===== src/rtl/mode_alu_stream_pkg.sv =====
// Shared types and default sizing for the mode ALU stream slice.
package mode_alu_pkg;

   typedef enum logic [1:0] {
      MODE_ADD     = 2'd0,
      MODE_MUL     = 2'd1,
      MODE_ABSDIFF = 2'd2,
      MODE_MAC     = 2'd3
   } mode_e;

   localparam int unsigned DEF_WIDTH = 4;
   localparam int unsigned DEF_DEPTH = 8;
   localparam int unsigned RES_W     = 2 * DEF_WIDTH;

endpackage


===== src/rtl/mode_alu_stream_if.sv =====
// Operand/result stream bundle: producer side (in_*) and consumer side (out*).
interface mode_alu_stream_if
   import mode_alu_pkg::*;
#(
   parameter int unsigned WIDTH = 4
) ();

   logic               in_valid;
   logic               in_ready;
   logic [WIDTH-1:0]   in_a;
   logic [WIDTH-1:0]   in_b;
   mode_e              mode;
   logic               clr_acc;
   logic               out_valid;
   logic               out_ready;
   logic [2*WIDTH-1:0] out;

   // Traffic generator / consumer side
   modport master (
      output in_valid, in_a, in_b, mode, clr_acc, out_ready,
      input  in_ready, out_valid, out
   );

   // Compute unit side
   modport slave (
      input  in_valid, in_a, in_b, mode, clr_acc, out_ready,
      output in_ready, out_valid, out
   );

endinterface


===== src/rtl/mode_alu_stream_fifo.sv =====
// Synchronous result FIFO; push is refused when full regardless of a same-cycle pop.
module result_fifo #(
   parameter int unsigned DW    = 8,
   parameter int unsigned DEPTH = 8
) (
   input  logic                       clk,
   input  logic                       rst_n,
   input  logic                       push_i,
   input  logic                       pop_i,
   input  logic [DW-1:0]              din_i,
   output logic                       full_o,
   output logic                       empty_o,
   output logic [DW-1:0]              head_o,
   output logic [$clog2(DEPTH+1)-1:0] count_o
);

   localparam int unsigned PW = $clog2(DEPTH);
   localparam int unsigned CW = $clog2(DEPTH+1);

   logic [DW-1:0] mem_q [DEPTH];
   logic [PW-1:0] wr_ptr_q, wr_ptr_d;
   logic [PW-1:0] rd_ptr_q, rd_ptr_d;
   logic [CW-1:0] count_q, count_d;
   logic          wr_en, rd_en;

   assign full_o  = (count_q == CW'(DEPTH));
   assign empty_o = (count_q == '0);
   assign wr_en   = push_i & ~full_o;
   assign rd_en   = pop_i & ~empty_o;
   assign head_o  = mem_q[rd_ptr_q];
   assign count_o = count_q;

   // Next pointers and occupancy; power-of-2 depth lets pointers wrap naturally
   always_comb begin
      wr_ptr_d = wr_ptr_q;
      rd_ptr_d = rd_ptr_q;
      count_d  = count_q;
      if (wr_en) wr_ptr_d = wr_ptr_q + PW'(1);
      if (rd_en) rd_ptr_d = rd_ptr_q + PW'(1);
      if (wr_en && !rd_en) count_d = count_q + CW'(1);
      else if (rd_en && !wr_en) count_d = count_q - CW'(1);
   end

   // Pointer and count state, cleared asynchronously
   always_ff @(posedge clk or negedge rst_n) begin
      if (!rst_n) begin
         wr_ptr_q <= '0;
         rd_ptr_q <= '0;
         count_q  <= '0;
      end else begin
         wr_ptr_q <= wr_ptr_d;
         rd_ptr_q <= rd_ptr_d;
         count_q  <= count_d;
      end
   end

   // Storage array; contents are don't-care until written
   always_ff @(posedge clk) begin
      if (wr_en) mem_q[wr_ptr_q] <= din_i;
   end

endmodule


===== src/rtl/mode_alu_stream.sv =====
// Mode ALU stream: ADD/MUL/ABSDIFF/MAC on operand beats, results queued in a FIFO.
module mode_alu_stream
   import mode_alu_pkg::*;
#(
   parameter int unsigned WIDTH = 4,
   parameter int unsigned DEPTH = 8
) (
   input  logic              clk,
   input  logic              rst_n,
   mode_alu_stream_if.slave  bus
);

   localparam int unsigned RW = 2 * WIDTH;

   logic [RW-1:0]    acc_q, acc_d;
   logic [RW-1:0]    acc_base;
   logic [RW-1:0]    prod;
   logic [RW-1:0]    result;
   logic [WIDTH-1:0] diff;
   logic             accept;
   logic             fifo_full, fifo_empty;
   logic [RW-1:0]    fifo_head;
   logic [$clog2(DEPTH+1)-1:0] fifo_count;

   assign accept   = bus.in_valid & ~fifo_full;
   assign prod     = RW'(bus.in_a) * RW'(bus.in_b);
   assign diff     = (bus.in_a >= bus.in_b) ? (bus.in_a - bus.in_b) : (bus.in_b - bus.in_a);
   // A same-edge clear takes effect before the MAC add
   assign acc_base = bus.clr_acc ? '0 : acc_q;

   // Result select for the current beat
   always_comb begin
      result = '0;
      unique case (bus.mode)
         MODE_ADD:     result = RW'(bus.in_a) + RW'(bus.in_b);
         MODE_MUL:     result = prod;
         MODE_ABSDIFF: result = RW'(diff);
         MODE_MAC:     result = acc_base + prod;
         default:      result = '0;
      endcase
   end

   // Accumulator moves only on an accepted MAC beat or a clear
   always_comb begin
      acc_d = acc_q;
      if (accept && bus.mode == MODE_MAC) acc_d = acc_base + prod;
      else if (bus.clr_acc)               acc_d = '0;
   end

   // Accumulator register
   always_ff @(posedge clk or negedge rst_n) begin
      if (!rst_n) acc_q <= '0;
      else        acc_q <= acc_d;
   end

   result_fifo #(
      .DW    (RW),
      .DEPTH (DEPTH)
   ) u_fifo (
      .clk     (clk),
      .rst_n   (rst_n),
      .push_i  (accept),
      .pop_i   (bus.out_ready),
      .din_i   (result),
      .full_o  (fifo_full),
      .empty_o (fifo_empty),
      .head_o  (fifo_head),
      .count_o (fifo_count)
   );

   assign bus.in_ready  = ~fifo_full;
   assign bus.out_valid = ~fifo_empty;
   assign bus.out       = fifo_empty ? '0 : fifo_head;

endmodule


===== src/flat_wrapper.sv =====
// flat-port wrapper written by rule: the top's interface ports become plain ports
module mode_alu_stream_flat import mode_alu_pkg::*;
#(
   parameter int unsigned WIDTH = 4,
   parameter int unsigned DEPTH = 8
)
  (clk, rst_n, bus_in_valid, bus_in_a, bus_in_b, bus_mode, bus_clr_acc, bus_out_ready, bus_in_ready, bus_out_valid, bus_out);
  mode_alu_stream_if #(.WIDTH(WIDTH)) bus_i ();
  input  logic clk;
  input  logic rst_n;
  input wire logic [$bits(bus_i.in_valid)-1:0] bus_in_valid;
  input wire logic [$bits(bus_i.in_a)-1:0] bus_in_a;
  input wire logic [$bits(bus_i.in_b)-1:0] bus_in_b;
  input wire logic [$bits(bus_i.mode)-1:0] bus_mode;
  input wire logic [$bits(bus_i.clr_acc)-1:0] bus_clr_acc;
  input wire logic [$bits(bus_i.out_ready)-1:0] bus_out_ready;
  output wire logic [$bits(bus_i.in_ready)-1:0] bus_in_ready;
  output wire logic [$bits(bus_i.out_valid)-1:0] bus_out_valid;
  output wire logic [$bits(bus_i.out)-1:0] bus_out;
  assign bus_i.in_valid = bus_in_valid;
  assign bus_i.in_a = bus_in_a;
  assign bus_i.in_b = bus_in_b;
  assign bus_i.mode = bus_mode;
  assign bus_i.clr_acc = bus_clr_acc;
  assign bus_i.out_ready = bus_out_ready;
  assign bus_in_ready = bus_i.in_ready;
  assign bus_out_valid = bus_i.out_valid;
  assign bus_out = bus_i.out;
  mode_alu_stream #(.WIDTH(WIDTH), .DEPTH(DEPTH)) u_core (.clk(clk), .rst_n(rst_n), .bus(bus_i));
endmodule

===== config.mk =====
export PLATFORM = sky130hd
export DESIGN_NAME = mode_alu_stream_flat
export DESIGN_NICKNAME = d
export VERILOG_FILES = /design/src/rtl/mode_alu_stream_pkg.sv /design/src/rtl/mode_alu_stream_if.sv /design/src/rtl/mode_alu_stream_fifo.sv /design/src/rtl/mode_alu_stream.sv /design/src/flat_wrapper.sv
export SDC_FILE = /design/constraint.sdc
export NUM_CORES = 1
export LEC_CHECK = 0
export BUFFER_PORTS_ARGS = -buffer_cell sky130_fd_sc_hd__buf_2
export CAP_MARGIN = 40
export CORE_MARGIN = 10
export CORE_UTILIZATION = 57
export CTS_CLUSTER_SIZE = 14
export DETAILED_ROUTE_END_ITERATION = 6
export GPL_TIMING_DRIVEN = 0
export PLACE_DENSITY_LB_ADDON = 0.08
export SETUP_SLACK_MARGIN = 0.02
export SYNTH_ARGS = -nofsm -noshare
export SYNTH_HDL_FRONTEND = slang
export SYNTH_SLANG_ARGS = --single-unit

===== constraint.sdc =====
create_clock -name clk -period 7.2 [get_ports clk]
set_input_delay 1.44 -clock clk [delete_from_list [all_inputs] [get_ports clk]]
set_output_delay 1.44 -clock clk [all_outputs]
set_load 0.01 [all_outputs]

==> summary.md, run 1 <==
| Metric | Value |
|---|---|
| Initial antenna violation count | 0 |
| Post-synthesis async set-or-reset flop share | 0.2195 |
| Max Clock Freq | 194.4 MHz |
| Seq/Total Area, Yosys | 0.5080 |
| DR vias | about 2800 |
| Crit path time final | 5.143 ns |
| Htree depth | 3 |
| Final Hold Vio Count | 0 |
| Syn_area_per_cell | approximately 13 µm² |
| CP endpoint kind | flip-flop |
| Dpl hpwl | 6.860 mm |
| Worst Path Buf+Inv | 3 |
| Setup slack after layout | 2.057 ns |
| Status | finished clean |
| Startpoint types | input port |
| Worst path max stage delay | 0.53 ns |
| GRT Util Overall | 0.1504 |
| Clk pwr share | 0.215 |
| Yosys cell types | 44 |
| Crit-path most repeated cell | fa_1 |
| Final GP Congestion | 0.8321 |
| Final nets | ~460 |
| Sequential cell area | 2372 µm² |
| Fillers | 596 |
| Avg Vias per Cell | 5.578 |
| First-pass GRT wire length | 14.91 mm |
| Worst slew pin tran | 0.8922 ns |
| Routed wire length | 9.154 mm |
| Max-Cap Viols | 0 |
| CP max-delay cell | fa_1 |
| TritonCTS buffer count | 9 |
| Sw Ratio | 0.3356 |
| P per Cell Area | 323.7 nW/µm² |
| Ys flop type | edfxtp_1 |
| Comb power frac | 0.385 |
| Crit Path Class | input port to flip-flop |
| First drt pass iteration count | 4 |
| Critical-path cell list | buf_2 > nand2_1 > fa_1 > inv_1 > fa_1 > fa_1 > a21o_1 > a21oi_1 > xnor2_1 > ha_1 > a21oi_1 > o21ai_0 > nand2_1 > xor2_1 > o211ai_1 > o31ai_1 > buf_2 |
| Syn. warnings | 0 |
| CP delay by family, top | adder cells |
| Largest net degree at the start of global routing | 19 |
| Crit share post-route | 0.7143 |
| Place WS | 1.717 ns |
| Critical Path AT | 5.33 ns |
| Ant diodes | 0 |
| Row cnt | 32 |
| Fraction of layout cells with a size suffix above 1 | 0.2010 |
| Initial Util | 0.5950 |
| CTS tree | yes |
| Critical Path RT | 7.38 ns |
| Final Non-Filler Cells | 505 |
| Total gr overflow | 0 |
| RSZ-0062 raised after global routing | no |
| LEAKAGE | approximately 2.1 nW |
| HP Class | flip-flop to flip-flop |
| Max VDD drop | around 140 µV |
| Area growth syn-to-layout | 11.39% |
| Final setup vio count | 0 |
| DR WL/cell | 18.13 µm |
| Die Span Y | 110.5 µm |
| Root Buffer | clkbuf_8 |
| CTS clock-pin slew for the worst setup and hold paths | 0.08 ns |
| Resize count post-CTS | 0 |
| Psw | 565.1 µW |
| Flop pwr share | 0.400 |
| Clk_lat worst skew | 0.35 ns |
| Die Width | 110.5 µm |
| Post-synth EDFFs | 64 |
| Hold_buf cts | 0 |
| Flop and latch count out of synthesis | 82 |
| Pwr Total | 1.684 mW |
| DIE AREA | 12210 µm² |
| Setup bufs post-CTS | 0 |
| Worst-path fanout max | 8 |
| Rel. slew slack | 0.4001 |
| Syn nets | 414 |
| Final ANT Viol Nets | 0 |
| Core area | 7848 µm² |
| Mapped Area | approximately 4700 µm² |
| Worst Skew | 0.01647 ns |
| CTS max path bufs | 2 |
| DRC Markers | 0 |
| Cells after Synth | 355 |
| Detailed Route Iter0 Violations | 111 |
| Port buffer count | 24 |
| TritonCTS Sinks | just over 80 |
| Placed cell count | between 400 and 500 |
| Setup TNS | 0 ns |
| I/O pins | 25 |
| Vias in the first global route | 2876 |
| Footprint of the multi-input gates | 2182 µm² |
| Pint | 1.119 mW |
| Fin. max-slew vios | 0 |
[synth_stat cells, drive strengths merged, types with 3 or more instances]
library cell / n / area, µm²
edfxtp: 64 / 1922
ha: 35 / 437.9
nor2: 34 / 127.6
inv: 24 / 90.09
nand2: 24 / 97.59
dfrtp: 18 / 450.4
mux4: 18 / 405.4
xnor2: 14 / 122.6
mux2i: 12 / 120.1
nor2b: 11 / 68.82
o21ai: 10 / 50.05
a21oi: 9 / 45.04
fa: 9 / 180.2
xor2: 7 / 61.31
a31oi: 6 / 52.55
mux2: 6 / 67.56
nor3: 6 / 30.03
a21o: 5 / 37.54
buf: 5 / 25.03
a211oi: 4 / 30.03
nand2b: 4 / 25.02
o211ai: 4 / 30.03
and2: 3 / 18.77
clkbuf: 3 / 11.26
nand3: 3 / 20.02
[path summary, 6_finish.rpt]
path	start	end	slack, ns	depth (start not counted)
max reg2reg	u_core.acc_q[0]	u_core.u_fifo.mem_q[4][6]	4.32	9
min in group asynchronous	rst_n	u_core.u_fifo.rd_ptr_q[0]	1.03	1
max	bus_in_a[0]	u_core.u_fifo.mem_q[5][7]	2.06	17
min	u_core.u_fifo.count_o[3]	u_core.u_fifo.count_o[3]	0.51	1
max in group asynchronous	rst_n	u_core.acc_q[1]	5.85	1
min reg2reg	u_core.u_fifo.count_o[3]	u_core.u_fifo.count_o[3]	0.51	1
[sequential cells by signal (all words and copies together) (netlist names)]
name / count
u_core.acc_q: 8
u_core.u_fifo.count_o: 4
u_core.u_fifo.mem_q: 64
u_core.u_fifo.rd_ptr_q: 3
u_core.u_fifo.wr_ptr_q: 3
[metal layers]
| layer | vias up | global-route usage | routed length [µm] |
|---|---|---|---|
| li1 | 1389 | - | - |
| met1 | 1373 | 0.1843 | 3874 |
| met2 | 51 | 0.2598 | 4852 |
| met3 | 4 | 0.02647 | 376 |
| met4 | 0 | 0.05181 | 51 |
| met5 | - | 0 | 0 |
[per-stage QoR]
| step | hold WS, ns | area [µm²] | util |
|---|---|---|---|
| floorplan | 0.4815 | 4669 | - |
| global placement | 0.4956 | 4917 | 0.6266 |
| detailed placement | 0.5095 | 4984 | 0.6350 |
| CTS | 0.5230 | 5201 | 0.6628 |
| global route | 0.5518 | 5201 | 0.6628 |
| finish | 0.5146 | 5201 | 0.6628 |
[kinds of logic after synthesis]
family          count (synthesis)  synth area share
fa+ha+maj                      44            0.1324
flops                          82            0.5080
mux                            36            0.1270
xor+xnor                       21           0.03939
buf+inv                        32           0.02707
compound gates                 46           0.06699
simple gates                   94           0.09914
[power groups by stage]
stage	Clock, mW	Combinational (mW)	Sequential (mW)
floorplan	0	0.474	0.668
global placement	0	0.630	0.677
detailed placement	0	0.661	0.685
CTS	0.365	0.663	0.675
global route	0.384	0.730	0.684
finish	0.361	0.648	0.674
[worst register-to-register path, stage by stage, from the launching register on]
cell	delay, ns
dfrtp_1	0.33
nor2b_1	0.17
ha_1	0.22
inv_1	0.07
fa_1	0.40
nor2b_1	0.13
o21a_1	0.13
o21ai_0	0.14
a2111o_1	0.44
a31oi_1	0.57
[cell usage in the layout (no fill, tap or decap), types with 2 or more instances in the layout]
cell and instances:
nand3_1 2, clkbuf_8 9, xor2_1 7, o211ai_1 4, mux2i_1 12, nor2b_1 11
bufinv_16 2, a21oi_1 9, edfxtp_1 64, o21a_1 2, a211oi_1 4, nand2_1 23
nor3b_1 2, mux2_2 6, nor3_1 5, fa_1 9, a31oi_1 5, clkbuf_1 4
nor2_1 34, dfrtp_1 18, o31ai_1 2, buf_4 7, ha_1 35, nand2b_1 4
o21ai_0 10, a21o_1 5, mux4_2 18, inv_1 24, buf_2 28, xnor2_1 14
and2_1 3, buf_1 2, nor4_2 2
[cell type report]
cell class              count  share of cell area
plain buffers               8            0.006976
inverters                  24             0.01732
well taps                 102             0.02454
multi-input cells         241              0.4195
clock buffers              10             0.02454
clock inverters             6             0.01732
repair buffers             32             0.03368
flip-flops and latches     82              0.4561
Power figures use the tool's default switching activity.
==> inputs of run 2 (changes only) <==
--- a/config.mk
+++ b/config.mk
@@ -8,7 +8,7 @@
 export BUFFER_PORTS_ARGS = -buffer_cell sky130_fd_sc_hd__buf_2
 export CAP_MARGIN = 40
 export CORE_MARGIN = 10
-export CORE_UTILIZATION = 57
+export CORE_UTILIZATION = 55
 export CTS_CLUSTER_SIZE = 14
 export DETAILED_ROUTE_END_ITERATION = 6
 export GPL_TIMING_DRIVEN = 0
==> constraint.sdc (replaced) <==
create_clock -name clk -period 4.44 [get_ports clk]
set_input_delay 0.888 -clock clk [delete_from_list [all_inputs] [get_ports clk]]
set_output_delay 0.888 -clock clk [all_outputs]
set_load 0.01 [all_outputs]
==> run 2 against run 1 <==
Compared with the run above:
- total power increased by 60%
- first-iteration DRC count up 52%
- sequential share of layout area shrank 0.63 points
- setup slack got worse by 1.9 ns
- non-clock buffer count grew 4
- critical endpoint is now u_core.u_fifo.mem_q[4][7]
- sequential cell count is the same
- global-route usage fell by 0.44 points
- critical path depth down 1
- clock power up 47%
- highest routed layer unchanged
- largest power group unchanged
- worst hold slack got worse by 0.042 ns
- register-to-register slack lost 2.6 ns
- count of clock-buffer cells in the layout down 1
==> summary.md, run 2 (synthesis results as in run 1) <==
| Metric | Value |
|---|---|
| Status | finished clean |
| DR WL/cell | 17.77 µm (-2.0%) |
| Htree depth | 3 (unchanged) |
| Ant diodes | 0 (unchanged) |
| Register bank with the most flops | u_core.u_fifo.mem_q |
| Worst Path Buf+Inv | 2 (-1) |
| Port buffer count | 24 (unchanged) |
| Pint | 1.776 mW (+59%) |
| Placement Cell Area | 5005 µm² (+0.43%) |
| Met1 GRT Util | 0.1853 (+0.0009512) |
| Commonest cells after routing, fill and taps aside | edfxtp_1, nor2_1, ha_1, buf_2, inv_1 |
| GRT Util Overall | 0.1460 (-0.004399) |
| Detailed Route Iter0 Violations | 169 (+52%) |
| Largest net degree at the start of global routing | 19 (unchanged) |
| Worst Setup SP | bus_in_a[1] |
| First-pass GRT wire length | 14.75 mm (-1.1%) |
| Final setup vio count | 0 (unchanged) |
| Worst Skew | 0.007639 ns (-0.008826 ns) |
| Commonest non-fill, non-tap cell in the layout | edfxtp_1 |
| TritonCTS buffer count | 9 (unchanged) |
| Initial antenna violation count | 0 (unchanged) |
| Pwr Total | 2.696 mW (+60%) |
| Crit share post-route | 0.9757 |
| Reg2reg end | u_core.u_fifo.mem_q[0][6] |
| CTS tree | yes |
| HP Class | input port to asynchronous set/reset pin |
| CTS clock-pin slew for the worst setup and hold paths | 0.08 ns (about the same) |
| Max VDD drop | 178.2 µV (+23%) |
| DR vias | 2899 (+2.9%) |
| P per Cell Area | 511.2 nW/µm² (+58%) |
| Critical Path RT | 4.51 ns (-2.87 ns) |
| Crit Path Class | input port to flip-flop |
| Root Buffer | clkbuf_8 |
| Worst-path fanout max | 8 (unchanged) |
| Flop pwr share | 0.404 (+0.004) |
| I/O pins | 25 (unchanged) |
| Max FFs per register | 64 (unchanged) |
| Setup TNS | 0 ns (unchanged) |
| Routed wire length | 9.099 mm (-0.60%) |
| Vias in the first global route | 2865 (-0.38%) |
| WP depth | 16 (-1) |
| Gr busiest metal | met2 |
| DRC Markers | 0 (unchanged) |
| Final GP Congestion | 0.8258 (-0.76%) |
| First drt pass iteration count | 4 (unchanged) |
| Clk pwr share | 0.197 (-0.018) |
| Max-Cap Viols | 0 (unchanged) |
| CP max-delay cell | fa_1 |
| Critical-path cell list | buf_2 > nand2_1 > fa_1 > inv_1 > fa_2 > fa_2 > a21o_1 > a21oi_2 > xnor2_2 > ha_2 > nand2_1 > o21ai_1 > nand2_2 > xor2_2 > o211ai_1 > o31ai_4 |
| LEAKAGE | 2.144 nW (+1.2%) |
| Rel. slew slack | 0.3765 (-0.02360) |
| Psw | 919.9 µW (+63%) |
| R2R setup slack | 1.73 ns (-2.59 ns) |
| Hold_buf cts | 0 (unchanged) |
| Worst path max stage delay | 0.50 ns (-0.03 ns) |
| Die Width | 112.1 µm (+1.5%) |
| Critical Path AT | 4.40 ns (-0.93 ns) |
| Crit path time final | between 4 and 5 ns |
| Met2 usage | 0.2460 (-0.01374) |
| CP delay by family, top | adder cells |
| Final nets | 461 (+0.88%) |
| Met3 Use GR | 0.02290 (-0.003575) |
| CP endpoint kind | flip-flop |
| R2r worst-path depth | 9 (unchanged) |
| Comb power frac | 0.399 (+0.014) |
| DIE AREA | 12580 µm² (+3.0%) |
| Initial Util | 0.5655 (-0.02957) |
| Max Clock Freq | 230.8 MHz |
| RSZ-0062 raised after global routing | no |
| TritonCTS Sinks | 82 (unchanged) |
| Area growth syn-to-layout | 12.94% |
| Final Cell Area | 5274 µm² (+1.4%) |
| Total gr overflow | 0 (unchanged) |
| Fin. max-slew vios | 0 (unchanged) |
| CTS max path bufs | 2 (unchanged) |
| Die Span Y | 112.1 µm (+1.5%) |
| Clk_lat worst skew | 0.34 ns (about the same) |
| Final ANT Viol Nets | 0 (unchanged) |
| Startpoint types | input port |
| Core area | 8258 µm² (+5.2%) |
| Final Hold Vio Count | 0 (unchanged) |
| Avg Vias per Cell | 5.662 (+1.5%) |
| Worst reg2reg path startpoint | u_core.acc_q[0] |
| Row cnt | 33 (+3.1%) |
| Dpl hpwl | 6.977 mm (+1.7%) |
| Fraction of layout cells with a size suffix above 1 | 0.2359 (+0.03488) |
| Worst slew pin tran | 0.9273 ns (+0.03510 ns) |
| Sw Ratio | 0.3412 (+0.005652) |
[run 2: power by group through the flow]
stage / clock network [mW] / logic, mW / registers [mW]
global route: 0.575 / 1.20 / 1.11
CTS: 0.543 / 1.09 / 1.09
finish: 0.532 / 1.07 / 1.09
global placement: 0 / 1.03 / 1.10
floorplan: 0 / 0.769 / 1.08
detailed placement: 0 / 1.07 / 1.11
[run 2: worst max-delay path by stage]
| stage | endpoint | slack, ns |
|---|---|---|
| 2_1_floorplan | u_core.u_fifo.mem_q[0][7] | 0.07 |
| 3_3_place_gp | u_core.u_fifo.mem_q[6][7] | -0.55 |
| 3_5_place_dp | u_core.u_fifo.mem_q[2][7] | -0.60 |
| 4_1_cts | u_core.u_fifo.mem_q[4][7] | 0.05 |
| 5_1_grt | u_core.u_fifo.mem_q[5][7] | 0.01 |
| 6_report | u_core.u_fifo.mem_q[4][7] | 0.11 |
[run 2: cell type report]
cell class	instances	area, µm²
plain buffers	8	36.28
clock buffers	9	123.9
clock inverters	7	75.07
fillers	629	2984
inverters	24	90.09
multi-input cells	241	2235
flip-flops and latches	82	2372
well taps	105	131.4
repair buffers	36	210.2
[run 2: metal layers]
| layer | part of all wire | up-vias |
|---|---|---|
| li1 | - | 1403 |
| met1 | 0.43 | 1430 |
| met2 | 0.52 | 61 |
| met3 | 0.035 | 5 |
| met4 | 0.011 | 0 |
| met5 | 0 | - |
[run 2: repair_timing]
item,4_1_cts,5_1_grt
pin swaps,4,2
resized for setup,8,3
setup buffers,1,2
endpoints found under the setup margin,16,8
[run 2: metrics by stage]
stage / util / hold slack (ns) / cells / worst slack (ns)
final: 0.6386 / 0.4725 / 512 / 0.1078
after global routing: 0.6386 / 0.4865 / 512 / 0.01488
after CTS: 0.6353 / 0.4746 / 510 / 0.04684
after detailed placement: 0.6061 / 0.5156 / 493 / -0.5962
after global placement: 0.5965 / 0.5020 / 484 / -0.5492
after floorplan: - / 0.4815 / 355 / 0.06568
==> inputs of run 3 (changes only) <==
--- a/config.mk
+++ b/config.mk
@@ -12,7 +12,7 @@
 export CTS_CLUSTER_SIZE = 14
 export DETAILED_ROUTE_END_ITERATION = 6
 export GPL_TIMING_DRIVEN = 0
-export PLACE_DENSITY_LB_ADDON = 0.08
+export PLACE_DENSITY = 0.73
 export SETUP_SLACK_MARGIN = 0.02
 export SYNTH_ARGS = -nofsm -noshare
 export SYNTH_HDL_FRONTEND = slang
==> run 3 against run 2 <==
Compared with the run above:
- first-iteration DRC count fell by 24%
- design area is 0.43% lower
- count of clock-buffer cells in the layout stayed put
- core utilization fell by 0.27 points
- setup slack gained 0.052 ns
- routed wire length shrank 4.7%
- sequential share of layout area rose by 0.19 points
- clock power decreased by 4.3%
- critical path depth unchanged
==> summary.md, run 3 (synthesis results as in run 1) <==
| Metric | Value |
|---|---|
| Final setup vio count | 0 (unchanged) |
| Commonest non-fill, non-tap cell in the layout | edfxtp_1 |
| Crit share post-route | 0.9641 (-0.01166) |
| Die Width | 112.1 µm (unchanged) |
| Commonest cells after routing, fill and taps aside | edfxtp_1, nor2_1, ha_1, buf_2, inv_1 |
| Max Clock Freq | 233.6 MHz (+1.2%) |
| Initial antenna violation count | 0 (unchanged) |
| Fin. max-slew vios | 0 (unchanged) |
| CTS max path bufs | 2 (unchanged) |
| Clk_lat worst skew | 0.34 ns (about the same) |
| LEAKAGE | 2.115 nW (-1.4%) |
| Critical-path cell list | buf_2 > nand2_1 > fa_1 > inv_1 > fa_2 > ha_1 > a21o_1 > a21oi_1 > xnor2_1 > ha_2 > nand2_1 > o21ai_1 > nand2_2 > xor2_2 > o211ai_1 > o31ai_4 |
| DR WL/cell | 17.00 µm (-4.4%) |
| Crit-path most repeated cell | nand2_1 |
| TritonCTS Sinks | 82 (unchanged) |
| Htree depth | 3 (unchanged) |
| Setup slack after layout | 0.1595 ns (+0.05178 ns) |
| Worst path max stage delay | 0.55 ns (+0.05 ns) |
| Avg Vias per Cell | 5.631 (-0.54%) |
| CP endpoint kind | flip-flop |
| Critical Path AT | 4.33 ns (-0.07 ns) |
| Worst Skew | 0.009134 ns (+0.001495 ns) |
| Final nets | 459 (-0.43%) |
| Final ANT Viol Nets | 0 (unchanged) |
| Fraction of layout cells with a size suffix above 1 | 0.2296 (-0.006243) |
| CTS tree | yes |
| Setup TNS | 0 ns (unchanged) |
| CTS clock-pin slew for the worst setup and hold paths | 0.08 ns (about the same) |
| Placed cell count | 491 (-0.41%) |
| Pwr Total | 2.650 mW (-1.7%) |
| Worst-path fanout max | 8 (unchanged) |
| First-pass GRT wire length | 15.04 mm (+1.9%) |
| First drt pass iteration count | 4 (unchanged) |
| Hold Slack | 0.4750 ns (+0.002520 ns) |
| Detailed Route Iter0 Violations | 129 (-24%) |
| Max VDD drop | 198.4 µV (+11%) |
| Final Hold Vio Count | 0 (unchanged) |
| TritonCTS buffer count | 9 (unchanged) |
| CP delay by family, top | adder cells |
| Max FFs per register | 64 (unchanged) |
| Largest net degree at the start of global routing | 19 (unchanged) |
| Dpl hpwl | 6.750 mm (-3.2%) |
| Total gr overflow | 0 (unchanged) |
| Core area | 8258 µm² (unchanged) |
| Final Non-Filler Cells | 510 (-0.39%) |
| Area growth syn-to-layout | 12.46% |
| DIE AREA | 12580 µm² (unchanged) |
| I/O pins | 25 (unchanged) |
| Place WS | -0.6172 ns (-0.02094 ns) |
| HP Class | input port to asynchronous set/reset pin |
| Critical Path RT | 4.49 ns (-0.02 ns) |
| Startpoint types | input port |
| Crit Path Class | input port to flip-flop |
| Worst Path Buf+Inv | 2 (unchanged) |
| RSZ-0062 raised after global routing | no |
| Hold_buf cts | 0 (unchanged) |
| Final GP Congestion | 0.8483 (+2.7%) |
| CP max-delay cell | fa_2 |
| GRT Util Overall | 0.1431 (-0.002957) |
| Root Buffer | clkbuf_8 |
| Routed wire length | 8.669 mm (-4.7%) |
| Rel. slew slack | 0.3750 (-0.001539) |
| Register bank with the most flops | u_core.u_fifo.mem_q |
| DR vias | 2872 (-0.93%) |
| Fillers | 639 (+1.6%) |
| Max-Cap Viols | 0 (unchanged) |
| Port buffer count | 24 (unchanged) |
| Worst slew pin tran | 0.9347 ns (+0.007340 ns) |
| Status | finished clean |
| P per Cell Area | 504.6 nW/µm² (-1.3%) |
| DRC Markers | 0 (unchanged) |
| Ant diodes | 0 (unchanged) |
| Crit path time final | 4.280 ns (-0.05178 ns) |
| Die Span Y | 112.1 µm (unchanged) |
| Initial Util | 0.5655 (unchanged) |
| Vias in the first global route | 3124 (+9.0%) |
| Row cnt | 33 (unchanged) |
-- run 3: cell count changes in the layout (fill, tap and decap cells not counted), sizes merged --
cell	before	now
clkbuf	12	13
clkinvlp	0	3
buf	41	38
inv	27	24
-- run 3: path summary, 6_finish.rpt --
| path | start | endpoint | slack [ns] | cells after the start |
|---|---|---|---|---|
| max | bus_in_a[1] | u_core.u_fifo.mem_q[7][7] | 0.16 | 16 |
| min reg2reg | u_core.u_fifo.count_o[3] | u_core.u_fifo.count_o[3] | 0.53 | 1 |
| max in group asynchronous | rst_n | u_core.acc_q[0] | 3.67 | 1 |
| max reg2reg | u_core.acc_q[0] | u_core.u_fifo.mem_q[3][6] | 1.73 | 9 |
| min in group clk | u_core.u_fifo.count_o[3] | u_core.u_fifo.count_o[3] | 0.53 | 1 |
| min | rst_n | u_core.u_fifo.rd_ptr_q[1] | 0.48 | 1 |
-- run 3: area by class of cell --
class                           count  area, µm²  share of cell area
Clock buffer                        9      123.9             0.02359
Buffer                              8      36.28            0.006910
Multi-Input combinational cell    241       2242              0.4270
Sequential cell                    82       2372              0.4518
Clock inverter                      7      70.07             0.01334
Timing Repair Buffer               34      185.2             0.03526
Inverter                           24      90.09             0.01716
Tap cell                          105      131.4             0.02502
-- run 3: timing repair --
action	4_1_cts	5_1_grt
pin swaps	3	5
setup buffers	1	2
setup endpoints to repair	16	16
resized for setup	7	7
-- run 3: power by group --
group | internal, mW | total [mW] | leakage, nW | switching (mW)
registers | 1.01 | 1.09 | 0.813 | 0.0792
logic | 0.495 | 1.05 | 1.21 | 0.557
clock network | 0.257 | 0.509 | 0.0889 | 0.252
-- run 3: metal layers --
layer | vias up | track usage | wire length (µm) | share of wire
li1 | 1390 | - | - | -
met1 | 1417 | 0.1751 | 3767 | 0.43
met2 | 59 | 0.2430 | 4453 | 0.51
met3 | 6 | 0.03035 | 339 | 0.039
met4 | 0 | 0.05330 | 108 | 0.012
met5 | - | 0 | 0 | 0
-- run 3: metrics by stage --
stage          cell area (µm²)    util
3_3_place_gp              4926  0.5965
2_1_floorplan             4674       -
3_5_place_dp              4972  0.6021
4_1_cts                   5202  0.6300
6_report                  5251  0.6359
5_1_grt                   5251  0.6359
